File: src/rtl/bsg_axi_pkg.sv
// Shared AXI helper types for the bsg AXI blocks.
// Burst encoding, read-arbiter state encoding and a width helper.
package bsg_axi_pkg;

    typedef enum logic [1:0] {
        e_axi_burst_fixed = 2'b00,
        e_axi_burst_incr  = 2'b01,
        e_axi_burst_wrap  = 2'b10
    } bsg_axi_burst_type_e;

    typedef enum logic [1:0] {
        e_rd_arb_idle,
        e_rd_arb_addr,
        e_rd_arb_data
    } bsg_axi_rd_arb_state_e;

    // Never returns 0, so the result is always usable as a vector width.
    function automatic int unsigned safe_clog2(input int unsigned x);
        return (x < 2) ? 1 : $clog2(x);
    endfunction

endpackage

File: src/rtl/bsg_rr_select.sv
// Round-robin picker: first set request at or above ptr_i, wrapping to the
// lowest set request when nothing at or above the pointer is pending.
module bsg_rr_select
    import bsg_axi_pkg::*;
#(
    parameter int unsigned width_p = 2,
    localparam int unsigned lg_width_lp = safe_clog2(width_p)
) (
    input  logic [width_p-1:0]     reqs_i,
    input  logic [lg_width_lp-1:0] ptr_i,
    output logic                   v_o,
    output logic [lg_width_lp-1:0] idx_o
);

    logic [width_p-1:0] mask;
    logic [width_p-1:0] masked;

    always_comb begin
        mask = '0;
        for (int i = 0; i < width_p; i++) begin
            mask[i] = (32'(i) >= 32'(ptr_i));
        end
    end

    assign masked = reqs_i & mask;
    assign v_o    = |reqs_i;

    // Descending scans leave the lowest set index; the masked scan wins if it finds any.
    always_comb begin
        idx_o = '0;
        for (int i = width_p - 1; i >= 0; i--) begin
            if (reqs_i[i]) idx_o = lg_width_lp'(i);
        end
        for (int i = width_p - 1; i >= 0; i--) begin
            if (masked[i]) idx_o = lg_width_lp'(i);
        end
    end

endmodule

File: src/rtl/bsg_axi_rd_arbiter.sv
// Shares one AXI4 read channel (AR + R) between several requesters, one
// burst in flight at a time, round-robin grant per transaction.
module bsg_axi_rd_arbiter
    import bsg_axi_pkg::*;
#(
    parameter int unsigned num_masters_p    = 2,
    parameter int unsigned axi_id_width_p   = 6,
    parameter int unsigned axi_addr_width_p = 64,
    parameter int unsigned axi_data_width_p = 64,
    parameter int unsigned axi_burst_len_p  = 2,
    localparam int unsigned lg_masters_lp   = safe_clog2(num_masters_p)
) (
    input  logic                                      clk_i,
    input  logic                                      reset_n_i,

    input  logic [num_masters_p*axi_id_width_p-1:0]   s_arid_i,
    input  logic [num_masters_p*axi_addr_width_p-1:0] s_araddr_i,
    input  logic [num_masters_p*2-1:0]                s_arburst_i,
    input  logic [num_masters_p-1:0]                  s_arvalid_i,
    output logic [num_masters_p-1:0]                  s_arready_o,

    output logic [axi_id_width_p-1:0]                 s_rid_o,
    output logic [axi_data_width_p-1:0]               s_rdata_o,
    output logic [1:0]                                s_rresp_o,
    output logic                                      s_rlast_o,
    output logic [num_masters_p-1:0]                  s_rvalid_o,
    input  logic [num_masters_p-1:0]                  s_rready_i,

    output logic [axi_id_width_p-1:0]                 m_arid_o,
    output logic [axi_addr_width_p-1:0]               m_araddr_o,
    output logic [1:0]                                m_arburst_o,
    output logic                                      m_arvalid_o,
    input  logic                                      m_arready_i,

    input  logic [axi_id_width_p-1:0]                 m_rid_i,
    input  logic [axi_data_width_p-1:0]               m_rdata_i,
    input  logic [1:0]                                m_rresp_i,
    input  logic                                      m_rlast_i,
    input  logic                                      m_rvalid_i,
    output logic                                      m_rready_o,

    output logic [lg_masters_lp-1:0]                  grant_idx_o,
    output logic                                      busy_o,
    output logic                                      len_err_o
);

    if (num_masters_p < 2) begin : g_bad_masters
        $error("bsg_axi_rd_arbiter needs num_masters_p >= 2");
    end
    if (axi_burst_len_p < 1) begin : g_bad_len
        $error("bsg_axi_rd_arbiter needs axi_burst_len_p >= 1");
    end

    // One spare bit so the counter can saturate past the expected last beat.
    localparam int unsigned cnt_width_lp = safe_clog2(axi_burst_len_p) + 1;
    localparam logic [cnt_width_lp-1:0] last_beat_lp = cnt_width_lp'(axi_burst_len_p - 1);
    localparam logic [cnt_width_lp-1:0] cnt_max_lp = '1;

    bsg_axi_rd_arb_state_e state_q, state_d;

    logic [lg_masters_lp-1:0] grant_q, grant_d;
    logic [lg_masters_lp-1:0] rr_ptr_q, rr_ptr_d;
    logic [cnt_width_lp-1:0]  beat_cnt_q, beat_cnt_d;
    logic                     len_err_q, len_err_d;

    logic                     sel_v;
    logic [lg_masters_lp-1:0] sel_idx;
    logic                     ar_hs;
    logic                     r_hs;

    bsg_rr_select #(
        .width_p (num_masters_p)
    ) u_rr_select (
        .reqs_i (s_arvalid_i),
        .ptr_i  (rr_ptr_q),
        .v_o    (sel_v),
        .idx_o  (sel_idx)
    );

    assign ar_hs = (state_q == e_rd_arb_addr) & s_arvalid_i[grant_q] & m_arready_i;
    assign r_hs  = (state_q == e_rd_arb_data) & m_rvalid_i & s_rready_i[grant_q];

    always_ff @(posedge clk_i or negedge reset_n_i) begin
        if (!reset_n_i) begin
            state_q <= e_rd_arb_idle;
        end else begin
            state_q <= state_d;
        end
    end

    always_ff @(posedge clk_i or negedge reset_n_i) begin
        if (!reset_n_i) begin
            grant_q    <= '0;
            rr_ptr_q   <= '0;
            beat_cnt_q <= '0;
            len_err_q  <= 1'b0;
        end else begin
            grant_q    <= grant_d;
            rr_ptr_q   <= rr_ptr_d;
            beat_cnt_q <= beat_cnt_d;
            len_err_q  <= len_err_d;
        end
    end

    always_comb begin
        state_d = state_q;
        unique case (state_q)
            e_rd_arb_idle: if (sel_v) state_d = e_rd_arb_addr;
            e_rd_arb_addr: if (ar_hs) state_d = e_rd_arb_data;
            e_rd_arb_data: if (r_hs && m_rlast_i) state_d = e_rd_arb_idle;
            default:       state_d = e_rd_arb_idle;
        endcase
    end

    always_comb begin
        grant_d    = grant_q;
        rr_ptr_d   = rr_ptr_q;
        beat_cnt_d = beat_cnt_q;
        len_err_d  = len_err_q;

        if ((state_q == e_rd_arb_idle) && sel_v) begin
            grant_d = sel_idx;
        end

        if (ar_hs) begin
            beat_cnt_d = '0;
        end

        if (r_hs) begin
            if (beat_cnt_q != cnt_max_lp) beat_cnt_d = beat_cnt_q + 1'b1;
            // Flags both an early rlast and a missing rlast on the expected last beat.
            if (m_rlast_i != (beat_cnt_q == last_beat_lp)) len_err_d = 1'b1;
            if (m_rlast_i) begin
                rr_ptr_d = (32'(grant_q) == num_masters_p - 1) ? '0 : grant_q + 1'b1;
            end
        end
    end

    always_comb begin
        s_arready_o = '0;
        s_rvalid_o  = '0;
        m_arvalid_o = 1'b0;
        m_rready_o  = 1'b0;
        unique case (state_q)
            e_rd_arb_addr: begin
                m_arvalid_o          = s_arvalid_i[grant_q];
                s_arready_o[grant_q] = m_arready_i;
            end
            e_rd_arb_data: begin
                s_rvalid_o[grant_q] = m_rvalid_i;
                m_rready_o          = s_rready_i[grant_q];
            end
            default: ;
        endcase
    end

    assign m_arid_o    = s_arid_i[32'(grant_q)*axi_id_width_p +: axi_id_width_p];
    assign m_araddr_o  = s_araddr_i[32'(grant_q)*axi_addr_width_p +: axi_addr_width_p];
    assign m_arburst_o = s_arburst_i[32'(grant_q)*2 +: 2];

    assign s_rid_o   = m_rid_i;
    assign s_rdata_o = m_rdata_i;
    assign s_rresp_o = m_rresp_i;
    assign s_rlast_o = m_rlast_i;

    assign grant_idx_o = grant_q;
    assign busy_o      = (state_q != e_rd_arb_idle);
    assign len_err_o   = len_err_q;

endmodule

File: config.mk
export PLATFORM = sky130hd
export DESIGN_NAME = bsg_axi_rd_arbiter
export DESIGN_NICKNAME = d
export VERILOG_FILES = /design/src/rtl/bsg_axi_pkg.sv /design/src/rtl/bsg_rr_select.sv /design/src/rtl/bsg_axi_rd_arbiter.sv
export SDC_FILE = /design/constraint.sdc
export NUM_CORES = 1
export LEC_CHECK = 0
export ABC_AREA = 1
export CAP_MARGIN = 20
export CORE_AREA = 2 2 148 150
export CTS_BUF_LIST = sky130_fd_sc_hd__clkbuf_16
export DETAILED_ROUTE_END_ITERATION = 7
export DIE_AREA = 0 0 150 152
export GPL_TIMING_DRIVEN = 0
export HOLD_SLACK_MARGIN = 0.08
export PLACE_DENSITY_LB_ADDON = 0.08
export REMOVE_ABC_BUFFERS = 1
export SLEW_MARGIN = 10
export SYNTH_ARGS = -nofsm -noshare
export SYNTH_HDL_FRONTEND = slang
export SYNTH_SLANG_ARGS = --single-unit
File: constraint.sdc
create_clock -name clk_i -period 1.4 [get_ports clk_i]
set_clock_uncertainty 0.15 [all_clocks]
set_input_delay 0.28 -clock clk_i [delete_from_list [all_inputs] [get_ports clk_i]]
set_output_delay 0.28 -clock clk_i [all_outputs]
set_load 0.03 [all_outputs]
; Word level (Yosys, flattened, before mapping)
; Index checks and enable logic that the tools add are counted.
[word_totals]
ff_bits = 7
[op_classes]
n_addsub = 2
mul = 1
n_lt_le_gt_ge = 3
eq_ne = 8
n_shift = 3
mux = 22
bitwise_logic = 7
n_reduce_logical = 9
[op_table]
columns = cell, n
row1 = $shiftx 128x8->64, 1
row2 = $mux 2, 8
row3 = $mux 1, 12
row4 = $shiftx 12x5->6, 1
row5 = $and 2x2->2, 3
row6 = $ne 2x2->1 const B, 3
row7 = $pmux 2 s3, 1
row8 = $and 1x1->1, 4
row9 = $eq 2x1->1 const B, 2
row10 = $reduce_and 2->1, 2
row11 = $shiftx 4x3->2, 1
row12 = $logic_and 1x1->1, 3
row13 = $mul 1x2->3 const B, 1
row14 = $reduce_and 3->1, 1
row15 = $add 2x1->2 const B, 1
row16 = $eq 2x2->1 const B, 1
row17 = $logic_not 2->1, 1
row18 = $lt 1x2->1 const B, 1
row19 = $ne 2x1->1 const B, 1
row20 = $reduce_bool 2->1, 1
row21 = $reduce_or 2->1, 1
row22 = $add 1x1->1 const B, 1
row23 = $demux 1 s1, 1
row24 = $ge 1x1->1 const A, 1
row25 = 2 further kinds, 2

; Logic depth before layout (Yosys ltp)
; Gate-level depths: netlist (run 1).
[depth]
word_depth = 7
mapped_depth = 7

; By module
; From an unflattened synthesis (run 1), not the netlist that was laid out.
[hier_totals]
cells_unflattened = 366
area_unflattened_um2 = 1943.1
[by_module_without_submodules]
columns = mod, instances, cells_per_inst, area_each_um2, seq_area_each_um2
row1 = bsg_axi_rd_arbiter, 1, 362, 1924.3, 175.2
row2 = bsg_rr_select, 1, 4, 18.8, 0.0

; Worst setup path after synthesis (run 1)
; No wires, ideal clock.
[synth_timing]
path_type = register to output
from = register grant_q (netlist: grant_idx_o)
to = output s_arready_o[1]
arrival_time_ns = 1.547
setup_slack_ns = -0.577
path_stages_with_launch = 5
cell_sequence = dfrtp_1 > buf_6 > inv_4 > buf_6 > nor3_1
[synth_via]
elab_chain_len = 6
[synth_rtl]
columns = element, line
row1 = from (decl), bsg_axi_rd_arbiter.sv:61  ; logic [lg_masters_lp-1:0] grant_q, grant_d;
row2 = from (signal assigned), bsg_axi_rd_arbiter.sv:98  ; grant_q <= grant_d;
row3 = $lt 1x2->1 (implied by the code) or $ge 1x1->1 (tied branches), bsg_axi_rd_arbiter.sv:147  ; s_arready_o[grant_q] = m_arready_i;
row4 = $logic_and 1x1->1 (implied by the code), bsg_axi_rd_arbiter.sv:147
row5 = $mux 1 (implied by the code), bsg_axi_rd_arbiter.sv:147
row6 = $demux 1 s1 (*), bsg_axi_rd_arbiter.sv:147
row7 = $and 2x2->2 (no source line) (*), -
row8 = $mux 2 (*), bsg_axi_rd_arbiter.sv:144  ; unique case (state_q)
row9 = to (decl), bsg_axi_rd_arbiter.sv:20  ; output logic [num_masters_p-1:0] s_arready_o,
; Mark *: on every way between the ends. The rest lies on a longest branch, timed or not.

; Final worst setup path (run 1)
[layout_timing]
from = register grant_q (netlist: grant_idx_o)
to = output m_araddr_o[41]
[layout_via]
elab_chain_len = 1
[layout_rtl]
columns = element, line
row1 = $shiftx 128x8->64, bsg_axi_rd_arbiter.sv:158  ; assign m_araddr_o = s_araddr_i[32'(grant_q)*axi_addr_width_p +: axi_addr_width_p];
row2 = to (decl), bsg_axi_rd_arbiter.sv:30  ; output logic [axi_addr_width_p-1:0] m_araddr_o,
; Every way passes these cells.

==> reports/metrics.cfg, run 1 <==
[global_route]
grt_pass1_vias = 2821
grt_first_pass_wirelength_um = 23800
total_congestion_overflow_after_global_routing = 0
grt_usage_pct = 15.2
pin_count_of_the_biggest_net_entering_global_routing = 15
grt_antenna_before_repair = 0

[power_and_ir_drop]
peakVddDrop_v = 0.000818
power_per_cell_area_mw_per_mm2 = 1720
power.static_leakage_nw = 2.60
totalPowerFinal_mw = 9.76

[place]
hpwlAfterDp_um = 12600
area_after_detailed_placement_mm2 = 0.00398
routabilityCongestion = 0.744
portBuffers = 234

[cells_and_area]
fillerInstances = 2323
num_antenna_cells = 0
fraction_of_layout_cells_with_a_size_suffix_above_1_pct = 49.6
fin_nets = 790
design_area_mm2 = 0.00566
area_growth_syn_to_layout_pct = 191

[clock_tree]
numClockSinks = 7
tritoncts = done
ctsHtreeMaxLevel = 1
hold_buffers = 0
largest_buffer_count_on_any_clock_path = 2
cts_inserted_buffers = 3
clk-insertion-delay-late_ns = 0.23
cts_root_buffer = clkbuf_16
clk_pin_slew_worst_paths_ns = 0.04

[synth]
synth.largest_area_cell = nand2_1
ys_ff_latch = 7
syn_inst = 364
synth.distinct_cells = 21
synth.top_cells.by_count = nand2_1 (228), buf_4 (79), inv_1 (10), buf_6 (7), dfrtp_1 (7)
combinational_family_with_the_most_area_after_synthesis = simple AND/OR/NAND/NOR gates
synth-async-reset-ratio_pct = 100
yosys.area_share.xor_xnor_pct = 0.450
post_synthesis_compound_gate_area_fraction_pct = 2.06
area_share_of_the_largest_cell_type_after_synthesis_pct = 43.9
synth.cell_area_mm2 = 0.00195
synth-edff-count = 0
syn_area_per_cell_um2 = 5.35
synth_sequential_area_ratio_pct = 8.99
post_synth_main_area_contributors = nand2_1 (44%), buf_4 (30%), dfrtp_1 (9.0%), buf_6 (4.0%), inv_1 (1.9%)
yosys.cell_count.top_type = nand2_1
dominantRegCellSynth = dfrtp_1
post_synth_mux_area_share_pct = 0
synth.yosys.warnings = 0
synth_simple_gate_area_share_pct = 49.5
synth-adder-area-share_pct = 1.28

[worst_setup_path]
path_class = reg2out
critPathCaptureType = output port
worst_ep_arrival_time_ns = 1.53
crit_required_ns = 0.97
critical_path_peak_fanout = 7
critical_path_startpoint_category = flop

[floorplan]
row_count = 54
floorplan.die.height_um = 152
die_width_um = 150
initial_core_util_pct = 9.12
die-area_mm2 = 0.0228
count_of_pins_on_the_block_boundary = 379
core_area_mm2 = 0.0214

[detailed_routing]
dr.first_iter.drc_count = 72
route.detailed.drc = 0
detail_route.wirelength_um = 19000
via_per_inst = 3.65
drt-wirelength-per-cell_um = 22.6
first_pass_iters = 4
detail-route-antenna-nets = 0
detailroute.via_count = 3076

[timing]
hold_viol_final = 0
slew_headroom_pct = 75.0
layout_worst_path_cycle_share_pct = 140
rsz0062_at_grt = true
post-route-worst-setup-slack_ns = -0.562
timing.final.crit_period_ns = 1.96
report.final.setup_viol = 85
worst_pin_slew_ns = 0.373
maxSlewViolCount = 0
maxClockFrequency_mhz = 510

[flow_run]
cap_violations = 0

[hold_path]
hp-class = in2async

[run_status]
violations = negative setup slack
outcome = finished, violations left

==> logic make-up (layout without fill, tap and decap cells) <==
logic type / after synthesis / in the layout
xor gates and xnor gates: 1 / 1
buffers and inverters: 101 / 299
DFF: 7 / 7
adders and majority gates: 2 / 2
AOI/OAI and AO/OA: 7 / 7
and+or+nand+nor: 246 / 246
==> metrics by stage <==
stage               cells  hold WS (ns)  utilization (%)  worst slack, ns  TNS (ns)
finish                842         0.182             26.5           -0.562    -38.62
floorplan             274        -0.166                -            -2.12   -138.36
global route          842         0.207             26.5           -0.599    -42.44
detailed placement    789         0.335             18.6            -1.49   -105.76
global placement      788         0.317             18.5            -3.86   -307.16
CTS                   830         0.188             23.2           -0.627    -39.89
==> metal layers <==
layer  part of all wire, %  routed length, um  GRT usage, %
met4                  0.49                 94          1.53
met3                    22               4200          15.5
met2                    43               8260          22.8
met5                   1.3                244          8.91
met1                    33               6210          14.8
==> cell type report <==
type | instances | area (um2) | share of cell area [%]
Timing Repair inverter | 6 | 111 | 1.97
Inverter | 11 | 70.1 | 1.24
Tap cell | 280 | 350 | 6.19
Sequential cell | 7 | 180 | 3.18
Clock inverter | 1 | 3.75 | 0.0663
Timing Repair Buffer | 278 | 3180 | 56.2
Multi-Input combinational cell | 256 | 1690 | 29.8
Clock buffer | 3 | 75.1 | 1.33
==> registers in the layout, summed over array words and instances, names as in the netlist <==
name / count
beat_cnt_q: 2
rr_ptr_q: 1
state_q: 2
len_err_o: 1
grant_idx_o: 1
==> final timing paths <==
kind                                  start        endpoint  slack (ns)  depth (start not counted)
worst max-delay path            grant_idx_o  m_araddr_o[41]       -0.56                          7
worst min-delay path              reset_n_i       len_err_o        0.18                          1
worst max register to register  grant_idx_o        rr_ptr_q       -0.10                          8
worst min register to register    len_err_o       len_err_o        0.34                          1
max in group asynchronous         reset_n_i     grant_idx_o        0.62                          1
min in group clk_i                len_err_o       len_err_o        0.34                          1
==> where the power goes <==
part | total, mW | internal [mW] | switching [mW]
Combinational | 8.88 | 4.13 | 4.75
Sequential | 0.398 | 0.297 | 0.101
Clock | 0.488 | 0.372 | 0.116
==> what timing repair did <==
item / 4_1_cts / 5_1_grt
gates resized for setup: 634 / 201
endpoints found under the setup margin: 89 / 86
pin swaps: 12 / 43
setup buffers: 25 / 14
gates cloned: 12 / 1
==> critical path, stage by stage, from the launching register on <==
cell and delay [ns]:
dfrtp_4 0.49, buf_12 0.17, buf_12 0.14, buf_16 0.14, buf_6 0.12, nand2_2 0.05
nand2_2 0.05, buf_6 0.13
==> placed cells by master (no fill, tap or decap), drive strengths merged <==
| master | count |
|---|---|
| a21oi | 2 |
| buf | 125 |
| clkbuf | 3 |
| clkdlybuf4s15 | 1 |
| clkdlybuf4s50 | 151 |
| clkinv | 2 |
| dfrtp | 7 |
| dlygate4sd2 | 1 |
| ha | 2 |
| inv | 16 |
| nand2 | 230 |
| nand3 | 6 |
| nand4 | 2 |
| nor2 | 4 |
| nor3 | 4 |
| o211ai | 1 |
| o21ai | 3 |
| o21bai | 1 |
| xnor2 | 1 |
No activity file was read; power rests on OpenSTA's default activity.
==> inputs of run 2 (changes only) <==
--- a/config.mk
+++ b/config.mk
@@ -10,3 +10,2 @@
 export CORE_AREA = 2 2 148 150
-export CTS_BUF_LIST = sky130_fd_sc_hd__clkbuf_16
 export DETAILED_ROUTE_END_ITERATION = 7
--- a/constraint.sdc
+++ b/constraint.sdc
@@ -4,2 +4,2 @@
 set_output_delay 0.28 -clock clk_i [all_outputs]
-set_load 0.03 [all_outputs]
+set_load 0.02 [all_outputs]
==> run 2 against run 1 <==
  * Via count fell by 4.4%
  * Critical path depth down 1
  * Fmax is 2.6% higher
  * Wire length decreased by 3.3%
  * The flow still finishes with violations (negative setup slack)
==> reports/metrics.cfg, run 2 (same netlist as run 1, synthesis figures left out) <==
[run_status]
outcome = finished, violations left
violations = negative setup slack

[floorplan]
initial_core_util_pct = 9.12  ; unchanged
core_area_mm2 = 0.0214  ; unchanged
floorplan.die.height_um = 152  ; unchanged
die_width_um = 150  ; unchanged
die-area_mm2 = 0.0228  ; unchanged
row_count = 54  ; unchanged
count_of_pins_on_the_block_boundary = 379  ; unchanged

[global_route]
grt_usage_pct = 14.5  ; -0.73 points
total_congestion_overflow_after_global_routing = 0  ; unchanged
grt_antenna_before_repair = 0  ; unchanged
pin_count_of_the_biggest_net_entering_global_routing = 29  ; +14
grt_first_pass_wirelength_um = 22800  ; -4.0%
grt_pass1_vias = 2782  ; -1.4%

[detailed_routing]
detail-route-antenna-nets = 0  ; unchanged
detail_route.wirelength_um = 18400  ; -3.3%
first_pass_iters = 4  ; unchanged
drt-wirelength-per-cell_um = 22.4  ; -0.98%
dr.first_iter.drc_count = 94  ; +31%
drt-met1-wl_um = 5930  ; -4.6%
detailroute.via_count = 2940  ; -4.4%
highest-signal-layer = met5
via_per_inst = 3.58  ; -2.1%
met2RoutedLength_um = 7700  ; -6.8%
route.met3.wl_um = 4250  ; +1.2%
route.detailed.drc = 0  ; unchanged

[timing]
worst_pin_slew_ns = 0.387  ; +0.0134 ns
timing.final.crit_period_ns = 1.91  ; -0.0498 ns
report.final.setup_viol = 84  ; -1.2%
layout_worst_path_cycle_share_pct = 137  ; -3.6 points
final.setup.tns_ns = -33.96  ; +4.67 ns
hold_viol_final = 0  ; unchanged
slew_headroom_pct = 74.1  ; -0.89 points
maxSlewViolCount = 0  ; unchanged
post-route-worst-setup-slack_ns = -0.512  ; +0.0498 ns
rsz0062_at_grt = true
maxClockFrequency_mhz = 523  ; +2.6%

[worst_setup_path]
critical_path_startpoint_category = flop
critical_path_peak_fanout = 7  ; unchanged
critPathCaptureType = output port
worst_ep_arrival_time_ns = 1.48  ; -0.05 ns
path_class = reg2out
crit_required_ns = 0.97  ; about the same

[clock_tree]
clk-insertion-delay-late_ns = 0.23  ; about the same
ctsHtreeMaxLevel = 1  ; unchanged
tritoncts = done
clk_pin_slew_worst_paths_ns = 0.04  ; about the same
hold_buffers = 0  ; unchanged
cts_inserted_buffers = 3  ; unchanged
largest_buffer_count_on_any_clock_path = 2  ; unchanged
cts_root_buffer = clkbuf_16
numClockSinks = 7  ; unchanged

[cells_and_area]
mostFrequentLayoutCell = nand2_1
fraction_of_layout_cells_with_a_size_suffix_above_1_pct = 33.6  ; -16 points
fillerInstances = 2404  ; +3.5%
design_area_mm2 = 0.00473  ; -17%
area_growth_syn_to_layout_pct = 143
fin_nets = 770  ; -2.5%
final_cell_mix = nand2_1 (175), clkdlybuf4s50_1 (151), buf_6 (48)
largest_registers = beat_cnt_q (2), state_q (2)
finish.cell_count_without_fillers = 822  ; -2.4%
num_antenna_cells = 0  ; unchanged

[place]
routabilityCongestion = 0.744  ; unchanged
placed_cells_incl_taps = 789  ; unchanged
portBuffers = 234  ; unchanged
area_after_detailed_placement_mm2 = 0.00398  ; unchanged
hpwlAfterDp_um = 12600  ; unchanged
dpl_worst_slack_ns = -1.42  ; +0.0665 ns

[hold_path]
hp-class = in2async

[power_and_ir_drop]
peakVddDrop_v = 0.000693  ; -15%
power_per_cell_area_mw_per_mm2 = 1530  ; -11%
power.static_leakage_nw = 2.25  ; -13%

[flow_run]
cap_violations = 0  ; unchanged

[run 2: cell count changes in the layout (fill, tap and decap cells not counted), sizes merged]
cell         delta
dlygate4sd2     +1
inv             +2
clkbuf          +2
buf            -24
clkinv          -1
[run 2: worst max-delay path: stages, from the launching register on]
cell	delay, ns
dfrtp_4	0.54
buf_12	0.20
buf_12	0.17
inv_6	0.09
nand2_1	0.05
nand2_1	0.07
buf_6	0.12
[run 2: stage by stage]
step                util (%)  hold slack [ns]  total power, mW
floorplan                  -           -0.166             2.60
global placement        18.5            0.317             4.40
detailed placement      18.6            0.335             5.11
CTS                     21.0            0.188             6.87
global route            22.1            0.207             7.78
finish                  22.1            0.190             7.25
[run 2: layout make-up]
| type | instances | area (um2) | area share, % |
|---|---|---|---|
| Timing Repair Buffer | 256 | 2630 | 55.5 |
| Multi-Input combinational cell | 256 | 1320 | 27.8 |
| Tap cell | 280 | 350 | 7.41 |
| Sequential cell | 7 | 179 | 3.78 |
| Timing Repair inverter | 8 | 121 | 2.57 |
| Clock buffer | 4 | 78.8 | 1.67 |
| Inverter | 11 | 57.6 | 1.22 |
[run 2: where the power goes]
group          leakage (nW)  internal [mW]  switching (mW)
registers            0.0889          0.294           0.104
logic                  2.12           2.84            3.52
clock network        0.0382          0.379           0.112
total                  2.25           3.51            3.74
[run 2: path summary, 6_finish.rpt]
kind / depth (start not counted) / from / slack (ns) / endpoint
max: 6 / grant_idx_o / -0.51 / m_araddr_o[38]
min in group clk_i: 1 / len_err_o / 0.34 / len_err_o
max in group asynchronous: 1 / reset_n_i / 0.60 / grant_idx_o
min reg2reg: 1 / len_err_o / 0.34 / len_err_o
min: 1 / reset_n_i / 0.19 / state_q[1]
max reg2reg: 7 / grant_idx_o / -0.10 / beat_cnt_q[1]
[run 2: layer usage]
metal | vias up | global-route usage, %
met5 | - | 8.91
met4 | 8 | 1.53
met3 | 17 | 15.6
met2 | 298 | 21.7
met1 | 1233 | 13.5
li1 | 1384 | -
[run 2: repair_timing]
item	4_1_cts	5_1_grt
pin swaps	17	15
cloned	9	4
resized for setup	506	53
buffers inserted	14	2
endpoints found under the setup margin	89	86
